[src/rtl/genetic_fitness_eval_if.sv]
// genetic_fitness_eval_if
//   Bundles the chromosome load stream, the evaluation request/status and the
//   fitness result of genetic_fitness_eval.
//   Parameters: IN (circuit inputs), OUT (circuit outputs), LOAD_W (beat width).
//   Signals:
//     load_valid / load_data / load_ready : serial chromosome load, LSB chunk first
//     target                              : expected truth table, OUT bits per vector
//     start / busy / done                 : evaluation request, in-progress, completion pulse
//     fitness                             : number of matching output bits
//     first_fail / first_fail_vld         : lowest mismatching vector (FIRST_FAIL_EN only)
//   Modports: master drives load/target/start, slave is the evaluator.
interface genetic_fitness_eval_if #(
    parameter int IN     = 4,
    parameter int OUT    = 2,
    parameter int LOAD_W = 8
);
    localparam int FW = $clog2(OUT * (2 ** IN) + 1);

    logic                    load_valid;
    logic [LOAD_W-1:0]       load_data;
    logic                    load_ready;
    logic [OUT*(2**IN)-1:0]  target;
    logic                    start;
    logic                    busy;
    logic                    done;
    logic [FW-1:0]           fitness;
`ifdef FIRST_FAIL_EN
    logic [IN-1:0]           first_fail;
    logic                    first_fail_vld;
`endif

    modport master (
        output load_valid, load_data, target, start,
        input  load_ready, busy, done, fitness
`ifdef FIRST_FAIL_EN
        , input first_fail, first_fail_vld
`endif
    );

    modport slave (
        input  load_valid, load_data, target, start,
        output load_ready, busy, done, fitness
`ifdef FIRST_FAIL_EN
        , output first_fail, first_fail_vld
`endif
    );
endinterface

[src/rtl/genetic_fitness_eval.sv]
// genetic_fitness_eval
//   Loads a chromosome describing a ROW x COL grid of 4-input LUT cells plus
//   per-output cell selectors, then sweeps all 2^IN input vectors through the
//   grid and counts how many output bits match the target truth table.
//   Optional feature macro: FIRST_FAIL_EN adds first_fail/first_fail_vld.
//   Ports:
//     clk  : clock
//     rst  : synchronous active-high reset
//     bus  : genetic_fitness_eval_if.slave (load stream, target, start/busy/done, fitness)
//   Chromosome layout: cell (i,j) LUT = chrom[16*(COL*i+j) +: 16];
//   output o selector = chrom[ROW*COL*16 + SW*o +: SW].
//   Grid wiring: column 0 sees the input vector zero-extended to 4 bits;
//   cell input k of column j>0 is the output of row (k mod ROW) in column j-1.
//   A selector value beyond the last cell yields a constant 0 output.
module genetic_fitness_eval #(
    parameter int ROW    = 2,
    parameter int COL    = 2,
    parameter int IN     = 4,
    parameter int OUT    = 2,
    parameter int LOAD_W = 8
) (
    input  logic                  clk,
    input  logic                  rst,
    genetic_fitness_eval_if.slave bus
);
    localparam int NCELL = ROW * COL;
    localparam int SW    = $clog2(NCELL);
    localparam int NPAD  = 2 ** SW;
    localparam int CW    = NCELL * 16 + SW * OUT;
    localparam int NB    = (CW + LOAD_W - 1) / LOAD_W;
    localparam int NV    = 2 ** IN;
    localparam int FW    = $clog2(OUT * NV + 1);
    localparam int BCW   = (NB > 1) ? $clog2(NB) : 1;

    typedef enum logic [1:0] {IDLE, LOAD, EVAL, DONE} state_t;

    state_t              state_q, state_d;
    logic [CW-1:0]       chrom_q, chrom_d;
    logic [BCW-1:0]      beat_q;
    logic                loaded_q;
    logic [OUT*NV-1:0]   tgt_q;
    logic [IN-1:0]       vec_q;
    logic                app_q;      // vectors still being applied
    logic                pv_q;       // pipeline stage holds a valid match count
    logic [FW-1:0]       pcnt_q;
    logic                pmis_q;
    logic [IN-1:0]       pvec_q;
    logic [FW-1:0]       acc_q;
    logic [FW-1:0]       fit_q;
    logic                ff_seen_q;
    logic [IN-1:0]       ff_vec_q;
`ifdef FIRST_FAIL_EN
    logic [IN-1:0]       ff_out_q;
    logic                ff_vld_out_q;
`endif

    logic                load_ready;
    logic                beat_acc;
    logic                last_beat;
    logic [BCW-1:0]      cur_beat;
    logic                start_acc;
    logic                eval_fin;
    logic [FW-1:0]       acc_sum;
    logic                ff_seen_n;
    logic [IN-1:0]       ff_vec_n;

    // ------------------------------------------------------------------
    // FSM: state register and next-state/output logic
    // ------------------------------------------------------------------
    always_ff @(posedge clk) begin
        if (rst) state_q <= IDLE;
        else     state_q <= state_d;
    end

    always_comb begin
        state_d    = state_q;
        load_ready = (state_q == IDLE) || (state_q == LOAD);
        beat_acc   = bus.load_valid && load_ready;
        cur_beat   = (state_q == IDLE) ? '0 : beat_q;
        last_beat  = (cur_beat == BCW'(NB - 1));
        // A beat arriving in IDLE starts a reload and wins over start.
        start_acc  = (state_q == IDLE) && !beat_acc && bus.start && loaded_q;
        // Last accumulation happens once all vectors are applied and the
        // pipeline still holds the final count.
        eval_fin   = (state_q == EVAL) && !app_q && pv_q;
        unique case (state_q)
            IDLE: begin
                if (beat_acc)       state_d = last_beat ? IDLE : LOAD;
                else if (start_acc) state_d = EVAL;
            end
            LOAD: if (beat_acc && last_beat) state_d = IDLE;
            EVAL: if (eval_fin) state_d = DONE;
            DONE: state_d = IDLE;
            default: state_d = IDLE;
        endcase
    end

    assign bus.load_ready = load_ready;
    assign bus.busy       = (state_q == EVAL);
    assign bus.done       = (state_q == DONE);
    assign bus.fitness    = fit_q;
`ifdef FIRST_FAIL_EN
    assign bus.first_fail     = ff_out_q;
    assign bus.first_fail_vld = ff_vld_out_q;
`endif

    // ------------------------------------------------------------------
    // Chromosome beat write: bits beyond CW-1 of the last beat never land
    // ------------------------------------------------------------------
    for (genvar b = 0; b < CW; b++) begin : g_wr
        assign chrom_d[b] = (cur_beat == BCW'(b / LOAD_W)) ? bus.load_data[b % LOAD_W]
                                                           : chrom_q[b];
    end

    // ------------------------------------------------------------------
    // Combinational LUT grid
    // ------------------------------------------------------------------
    logic [3:0]        vec4;
    logic [NCELL-1:0]  cells;
    logic [NPAD-1:0]   cells_pad;
    logic [OUT-1:0]    grid_out;

    always_comb begin
        vec4          = '0;
        vec4[IN-1:0]  = vec_q;
    end

    for (genvar j = 0; j < COL; j++) begin : g_col
        logic [ROW-1:0] co;
        for (genvar i = 0; i < ROW; i++) begin : g_row
            logic [3:0]  sel;
            logic [15:0] lut;
            if (j == 0) begin : g_first
                assign sel = vec4;
            end else begin : g_next
                for (genvar k = 0; k < 4; k++) begin : g_in
                    assign sel[k] = g_col[j-1].co[k % ROW];
                end
            end
            assign lut              = chrom_q[16*(COL*i+j) +: 16];
            assign co[i]            = lut[sel];
            assign cells[COL*i + j] = co[i];
        end
    end

    assign cells_pad = NPAD'(cells);

    for (genvar o = 0; o < OUT; o++) begin : g_out
        logic [SW-1:0] osel;
        assign osel        = chrom_q[NCELL*16 + SW*o +: SW];
        assign grid_out[o] = cells_pad[osel];
    end

    // ------------------------------------------------------------------
    // Per-vector match count
    // ------------------------------------------------------------------
    logic [OUT-1:0] exp_bits;
    logic [OUT-1:0] mis;
    logic [FW-1:0]  cnt;

    always_comb begin
        exp_bits = '0;
        for (int unsigned v = 0; v < NV; v++) begin
            if (vec_q == IN'(v)) exp_bits = tgt_q[OUT*v +: OUT];
        end
        mis = grid_out ^ exp_bits;
        cnt = FW'(OUT);
        for (int unsigned o = 0; o < OUT; o++) begin
            cnt = cnt - FW'(mis[o]);
        end
    end

    // acc never exceeds OUT*NV, which FW is sized to hold.
    assign acc_sum   = acc_q + pcnt_q;
    assign ff_seen_n = ff_seen_q | pmis_q;
    assign ff_vec_n  = (!ff_seen_q && pmis_q) ? pvec_q : ff_vec_q;

    // ------------------------------------------------------------------
    // Datapath registers
    // ------------------------------------------------------------------
    always_ff @(posedge clk) begin
        if (rst) begin
            chrom_q      <= '0;
            beat_q       <= '0;
            loaded_q     <= 1'b0;
            tgt_q        <= '0;
            vec_q        <= '0;
            app_q        <= 1'b0;
            pv_q         <= 1'b0;
            pcnt_q       <= '0;
            pmis_q       <= 1'b0;
            pvec_q       <= '0;
            acc_q        <= '0;
            fit_q        <= '0;
            ff_seen_q    <= 1'b0;
            ff_vec_q     <= '0;
`ifdef FIRST_FAIL_EN
            ff_out_q     <= '0;
            ff_vld_out_q <= 1'b0;
`endif
        end else begin
            if (beat_acc) begin
                chrom_q  <= chrom_d;
                loaded_q <= last_beat;
                beat_q   <= last_beat ? '0 : cur_beat + 1'b1;
            end

            if (start_acc) begin
                tgt_q     <= bus.target;
                vec_q     <= '0;
                app_q     <= 1'b1;
                pv_q      <= 1'b0;
                acc_q     <= '0;
                ff_seen_q <= 1'b0;
                ff_vec_q  <= '0;
            end

            if (state_q == EVAL) begin
                pv_q   <= app_q;
                pcnt_q <= cnt;
                pmis_q <= |mis;
                pvec_q <= vec_q;
                if (app_q) begin
                    vec_q <= vec_q + 1'b1;
                    if (vec_q == '1) app_q <= 1'b0;
                end
                if (pv_q) begin
                    acc_q     <= acc_sum;
                    ff_seen_q <= ff_seen_n;
                    ff_vec_q  <= ff_vec_n;
                end
                if (eval_fin) begin
                    fit_q        <= acc_sum;
`ifdef FIRST_FAIL_EN
                    ff_out_q     <= ff_vec_n;
                    ff_vld_out_q <= ff_seen_n;
`endif
                end
            end
        end
    end
endmodule

[src/flat_wrapper.sv]
// flat-port wrapper written by rule: the top's interface ports become plain ports
module genetic_fitness_eval_flat 
#(
    parameter int ROW    = 2,
    parameter int COL    = 2,
    parameter int IN     = 4,
    parameter int OUT    = 2,
    parameter int LOAD_W = 8
)
  (clk, rst, bus_load_valid, bus_load_data, bus_target, bus_start, bus_load_ready, bus_busy, bus_done, bus_fitness);
  genetic_fitness_eval_if #(.IN(IN), .OUT(OUT), .LOAD_W(LOAD_W)) bus_i ();
  input  logic clk;
  input  logic rst;
  input wire logic [$bits(bus_i.load_valid)-1:0] bus_load_valid;
  input wire logic [$bits(bus_i.load_data)-1:0] bus_load_data;
  input wire logic [$bits(bus_i.target)-1:0] bus_target;
  input wire logic [$bits(bus_i.start)-1:0] bus_start;
  output wire logic [$bits(bus_i.load_ready)-1:0] bus_load_ready;
  output wire logic [$bits(bus_i.busy)-1:0] bus_busy;
  output wire logic [$bits(bus_i.done)-1:0] bus_done;
  output wire logic [$bits(bus_i.fitness)-1:0] bus_fitness;
  assign bus_i.load_valid = bus_load_valid;
  assign bus_i.load_data = bus_load_data;
  assign bus_i.target = bus_target;
  assign bus_i.start = bus_start;
  assign bus_load_ready = bus_i.load_ready;
  assign bus_busy = bus_i.busy;
  assign bus_done = bus_i.done;
  assign bus_fitness = bus_i.fitness;
  genetic_fitness_eval #(.ROW(ROW), .COL(COL), .IN(IN), .OUT(OUT), .LOAD_W(LOAD_W)) u_core (.clk(clk), .rst(rst), .bus(bus_i));
endmodule
[config.mk]
export PLATFORM = sky130hd
export DESIGN_NAME = genetic_fitness_eval_flat
export DESIGN_NICKNAME = d
export VERILOG_FILES = /design/src/rtl/genetic_fitness_eval_if.sv /design/src/rtl/genetic_fitness_eval.sv /design/src/flat_wrapper.sv
export SDC_FILE = /design/constraint.sdc
export NUM_CORES = 1
export LEC_CHECK = 0
export CAP_MARGIN = 30
export CORE_AREA = 2 2 93 104
export CTS_CLUSTER_SIZE = 8
export DETAILED_ROUTE_END_ITERATION = 7
export DIE_AREA = 0 0 95 106
export PLACE_DENSITY = 0.83
export SETUP_SLACK_MARGIN = 0.2
export SLEW_MARGIN = 20
export SYNTH_ARGS = -nofsm -noshare
export SYNTH_HDL_FRONTEND = slang
export SYNTH_SLANG_ARGS = --single-unit
[constraint.sdc]
create_clock -name clk -period 4.57 [get_ports clk]
set_clock_uncertainty 0.1 [all_clocks]
set_input_delay 0.914 -clock clk [delete_from_list [all_inputs] [get_ports clk]]
set_output_delay 0.914 -clock clk [all_outputs]
set_load 0.1 [all_outputs]
==> impl_metrics.toml <==
[yosys]
synth_ff_type = "dfxtp_1"
synth_fp_nets = 649
ys_warn_count = 0
synthesis.area_um2 = 4991
synthTopCellsByCount = "dfxtp_1, nand2_1, nor2_1"
netlist_instances = 590
synth_enable_flop_cells = 0
yosysSeqAreaShare_pct = 41.71
synth_cell_types = 52
ys_ff_latch = 104
synth_top_area_share_pct = 41.71
syn_avg_cell_area_um2 = 8.459
synth.most_common_cell = "dfxtp_1"
synthArstFlopShare_pct = 0
synth_area_leaders = "dfxtp_1, mux2i_1, nand2_1, a21oi_1, nor2_1"
synth_area_leader_cell = "dfxtp_1"

[sta]
tightest_slew_ns = 0.9838
min_period_ns = 3.734
maxSlewHeadroom_pct = 34.21
fmax_mhz = 267.8
hold_viol = 0
fin_crit_sh_pct = 81.70
finalSetupViolations = 0
drv_slew = 0
rsz0062_at_grt = "no"
tns_ns = 0

[pwr]
power.density_nw_per_um2 = 277.8
p_leak_nw = 2.246
ir_drop_mv = 0.1794

[route]
drt-wirelength-per-cell_um = 14.87
ant_nets = 0
wl_mm = 11.05
first_iter_violations = 190
drtPass1Iterations = 6
vias = 4187
via_per_inst = 5.635
drc_errors = 0

[final_layout]
fillers = 735
syn2layout_area_growth_pct = 14.97
drive_gt1_share_pct = 5.272
diodes = 0
final_util_pct = 62.92
fin_nets = 680

[critical_path]
cp.required_ns = 4.73
cp-endpoint = "u_core.pcnt_q[0]"
crit_chain = "mux4_1, mux4_2, inv_2, nor4_1, a41o_1, mux4_2, xnor2_1, ha_1, mux2i_1, nor2_1"
r2r_slack_ns = 0.84
cpMostUsedCell = "mux4_2"
reg2reg_from = "u_core.g_col[0].g_row[0].sel[1]"
crit_type = "flip-flop to flip-flop"
crit_start = "u_core.g_col[0].g_row[0].sel[1]"
endpoint_kind = "flip-flop"
startpoint_type = "flip-flop"
slowest_stage = "dfxtp_1"
cp_slowest_stage_delay_ns = 0.81
rr_endpoint = "u_core.pcnt_q[0]"
crit_arrival_ns = 3.89
reg2reg_depth = 10
cp_max_fo = 16

[floorplan]
die_height_um = 106
core_um2 = 9120
rows = 37
ios = 53
start_util_pct = 54.73
fp.dieW_um = 95
dieArea_um2 = 10070

[global_routing]
grt_max_degree = 67
grt_pass1_vias = 4049
grt_pass1_wl_mm = 18.49
gr-total-overflow = 0
groute.usage.overall_pct = 23.15
antenna_found_initial = 0

[job]
max-cap-violations = 0

[placed_design]
numPortBuffers = 52
globalplace.congestion = 0.9487
dp_hpwl_mm = 7.991

[min_path]
hp-class = "flip-flop to flip-flop"

[clock_tree]
cts_setup_buffers = 0
h-tree-depth = 3
cts_tree = "done"
clkTransAtPathRegs_ns = 0.11
clock_path_buffers = 2
cts-resized-gates = 0
cts_hold_buffers = 0
cts_made_buffers = 9
cts-root-buf = "clkbuf_8"
numClockSinks = 104
clk_latency_ns = 0.39

[run_status]
status = "finished clean"
worst min path at each step:
stage	slack, ns	depth (start not counted)	endpoint	startpoint
after detailed placement	0.35	2	u_core.tgt_q[0]	u_core.tgt_q[0]
after CTS	0.36	2	u_core.tgt_q[0]	u_core.tgt_q[0]
after floorplan	0.33	2	u_core.tgt_q[27]	u_core.tgt_q[27]
after global placement	0.35	2	u_core.tgt_q[0]	u_core.tgt_q[0]
final	0.36	2	u_core.tgt_q[0]	u_core.tgt_q[0]
after global routing	0.38	2	u_core.tgt_q[22]	u_core.tgt_q[22]
area by class of cell:
type	count	area (um^2)	share of cell area (%)
multi-input cells	433	2700	47.06
flip-flops and latches	104	2082	36.28
repair buffers	56	543.0	9.464
well taps	117	146.4	2.551
clock buffers	9	123.9	2.159
clock inverters	7	78.83	1.374
inverters	17	63.81	1.112
cell families (layout without fill, tap and decap cells):
family	count (synthesis)	count (layout)	synth area share (%)
AND/OR/NAND/NOR	235	235	20.38
AO/OA/AOI/OAI	113	113	13.21
flip-flops	104	104	41.71
multiplexers	62	62	15.09
buffers and inverters	53	89	4.287
adder cells (fa/ha/maj)	15	15	3.911
XOR/XNOR	8	8	1.404
report_power, final:
part	switching, mW	leakage, nW	total (mW)	internal, mW
Combinational	0.0422	1.30	0.0914	0.0492
Sequential	0.00430	0.839	0.916	0.912
Clock	0.327	0.104	0.586	0.259
stage by stage:
stage / instances / total power, mW / area (um^2) / setup slack [ns] / hold slack (ns)
2_1_floorplan: 590 / 0.9769 / 4991 / 1.324 / 0.3312
3_3_place_gp: 727 / 1.026 / 5535 / 1.050 / 0.3464
4_1_cts: 743 / 1.609 / 5738 / 0.8474 / 0.3607
3_5_place_dp: 727 / 1.029 / 5535 / 0.8642 / 0.3470
5_1_grt: 743 / 1.652 / 5738 / 0.6315 / 0.3794
6_report: 743 / 1.594 / 5738 / 0.8363 / 0.3598
registers in the layout (all words and copies together) (netlist names):
register                count
u_core.state_q              2
u_core.bus.fitness          6
u_core.g_col.g_row.sel      4
u_core.beat_q               4
u_core.chrom_q             44
u_core.pv_q                 1
u_core.acc_q                6
u_core.loaded_q             1
u_core.pcnt_q               3
u_core.app_q                1
u_core.tgt_q               32
critical path: cells and delay by family (launching register included):
family / cells / cell delay, ns
mux: 4 / 1.80
flops: 1 / 0.81
fa+ha+maj: 1 / 0.30
compound gates: 1 / 0.22
xor+xnor: 1 / 0.14
buf+inv: 1 / 0.12
simple gates: 2 / 0.11
layer usage:
metal	GRT usage, %	share of wire, %
met1	28.49	44
met2	40.07	50
met3	4.819	4.0
met4	7.557	1.7
met5	0	0
layout by cell type (no fill, tap or decap), types with 3 or more instances in the layout:
cell type / n
dfxtp_1: 104
nand2_1: 100
nor2_1: 71
a21oi_1: 70
clkdlybuf4s50_1: 50
mux2i_1: 49
nand3_1: 26
inv_1: 14
ha_1: 14
o21ai_1: 10
clkbuf_8: 9
xnor2_1: 6
nand3b_1: 5
nor2b_1: 5
mux4_2: 5
nor3_1: 5
buf_4: 5
a221oi_1: 4
and2_1: 4
a31oi_1: 4
mux4_1: 4
a21o_1: 3
or3_1: 3
mux2_2: 3
nor3b_1: 3
and3_1: 3
clkinv_4: 3
Power figures use the tool's default switching activity.
==> RTL edit, RTL diff (same settings) <==
Reset style: asynchronous (`rst`), changed in 2 clocked blocks. Comments in the files are not updated.
--- a/src/rtl/genetic_fitness_eval.sv
+++ b/src/rtl/genetic_fitness_eval.sv
@@ -68,5 +68,5 @@
     // FSM: state register and next-state/output logic
     // ------------------------------------------------------------------
-    always_ff @(posedge clk) begin
+    always_ff @(posedge clk or posedge rst) begin
         if (rst) state_q <= IDLE;
         else     state_q <= state_d;
@@ -179,5 +179,5 @@
     // Datapath registers
     // ------------------------------------------------------------------
-    always_ff @(posedge clk) begin
+    always_ff @(posedge clk or posedge rst) begin
         if (rst) begin
             chrom_q      <= '0;
Formal check against the unedited RTL: same outputs for any inputs over 10 cycles, from zero or initial values and one cycle with rst high; that may be too few to reach the edited logic, so the function may still have changed.
==> RTL edit against the original RTL <==
  * Maximum frequency increased by 0.72%
  * Sequential cell count stayed put
  * Cell area rose by 2.9%
  * Highest routed layer unchanged
  * Worst hold slack better by 0.025 ns
  * Wire length fell by 7.6%
  * Worst setup slack better by 0.027 ns
  * Area after synthesis is 2.4% higher
  * Critical endpoint is now u_core.pcnt_q[0]
Power is not compared: it rests on default switching activity, and its combinational part moved more than twofold at a synthesized area within 25%.
==> RTL edit: results (changes against the original RTL) <==
run status completed; Mean Syn Cell Area 12.1 µm² (+42%); Post-DP Area 5710 µm² (+3.2%); Post-synth ARST share 100% (+100 points); drt total wl 10200 µm (-7.6%); DP Cell Count 573 (-21%); number of global-route vias before repair 3556 (-12%); pin count of the biggest net entering global routing 55 (-18%); synth top area cells dfrtp_1 (51%), mux2_1 (17%), mux4_2 (4.8%); clk root buf clkbuf_8; top cells by count, synth dfrtp_1 (104), mux2_1 (75), nand2_1 (40); hpwl dp 7430 µm (-7.0%); DR vias 3428 (-18%); share of cells above drive strength 1 6.99% (+1.7 points); RD Place Congestion 0.830 (-13%); GR Util All Layers 22.1% (-1.0 points); initial antenna violation count 0 (unchanged); worst-skew pair later-pin latency 0.37 ns (-0.02 ns); VDD IR max between 0.3 and 0.4 mV; DR pass1 iterations 4 (-2); Iter 0 DRT Violations 175 (-7.9%); first-pass GRT wire length 17200 µm (-7.1%); post-route insts no fill 589 (-21%); clk slew on worst S/H paths 0.09 ns (-0.02 ns); relative slew slack 33.6% (-0.65 points); fin nets 526 (-23%); post-CTS setup buffer count 0 (unchanged); syn nets 483 (-26%); share of the yosys chip area belonging to registers 50.9% (+9.2 points); CP Max Fanout 19 (+3); CP arrival 3.86 ns (-0.03 ns); Distinct cells, synth 50 (-3.8%)
-- RTL edit: cell count changes after synthesis, sizes merged, moves of 40 or more --
cell   delta
dfrtp   +104
dfxtp   -104
mux2     +71
nor2     -65
nand2    -60
a21oi    -57
mux2i    -40
-- RTL edit: metrics by stage --
stage / total power, µW / hold slack (ns) / setup slack (ns)
2_1_floorplan: 2640 / 0.348 / 0.824
3_3_place_gp: 2890 / 0.362 / 0.991
3_5_place_dp: 3000 / 0.367 / 0.862
4_1_cts: 3550 / 0.389 / 0.838
5_1_grt: 3800 / 0.416 / 0.647
6_report: 3530 / 0.385 / 0.863
-- RTL edit: cell families (layout without fill, tap and decap cells) --
family	Yosys count	after routing	synth area share, %
AO/OA/AOI/OAI	74	74	9.26
XOR/XNOR	8	8	1.37
adder cells (fa/ha/maj)	15	15	3.82
buffers and inverters	41	89	3.23
flip-flops	104	104	50.9
multiplexers	95	95	23.1
AND/OR/NAND/NOR	87	87	8.25
-- RTL edit: critical path, cell delays in order, from the launching register on --
cell	delay, ns
dfrtp_1	0.81
mux4_2	0.57
mux4_2	0.58
mux2i_1	0.19
mux2i_1	0.10
mux4_2	0.49
xor2_1	0.16
ha_1	0.29
mux2_1	0.30
-- RTL edit: layout make-up --
cell class                 count  area [µm²]
timing repair buffer          56         551
inverter                      17        66.3
multi-input combinational    279        2350
fill                         703        3220
sequential                   104        2600
clock inverter                 4        35.0
tap                          117         146
clock buffer                  12         155
-- RTL edit: worst paths after layout --
path / startpoint / end / slack (ns) / cells past startpoint
worst min register to register: u_core.loaded_q / u_core.loaded_q / 0.39 / 1
max in group asynchronous: rst / u_core.pcnt_q[0] / 2.64 / 3
worst max-delay path: u_core.g_col[0].g_row[0].sel[2] / u_core.pcnt_q[0] / 0.86 / 8
worst min-delay path: u_core.loaded_q / u_core.loaded_q / 0.39 / 1
min in group asynchronous: rst / u_core.g_col[0].g_row[0].sel[0] / 0.89 / 2
worst max register to register: u_core.g_col[0].g_row[0].sel[2] / u_core.pcnt_q[0] / 0.86 / 8
-- RTL edit: power groups by stage --
| stage | combinational (µW) | sequential, µW | clock [µW] |
|---|---|---|---|
| after floorplan | 1200 | 1440 | 0 |
| after global routing | 1600 | 1600 | 603 |
| after detailed placement | 1430 | 1570 | 0 |
| after CTS | 1440 | 1550 | 564 |
| after global placement | 1350 | 1540 | 0 |
| final | 1420 | 1550 | 551 |
-- RTL edit: per-layer routing --
layer / share of wire, % / vias up / global-route usage, %
met3: 3.7 / 17 / 3.54
met5: 0 / - / 0
li1: - / 1610 / -
met4: 2.2 / 0 / 8.70
met1: 42 / 1723 / 28.7
met2: 52 / 78 / 37.1
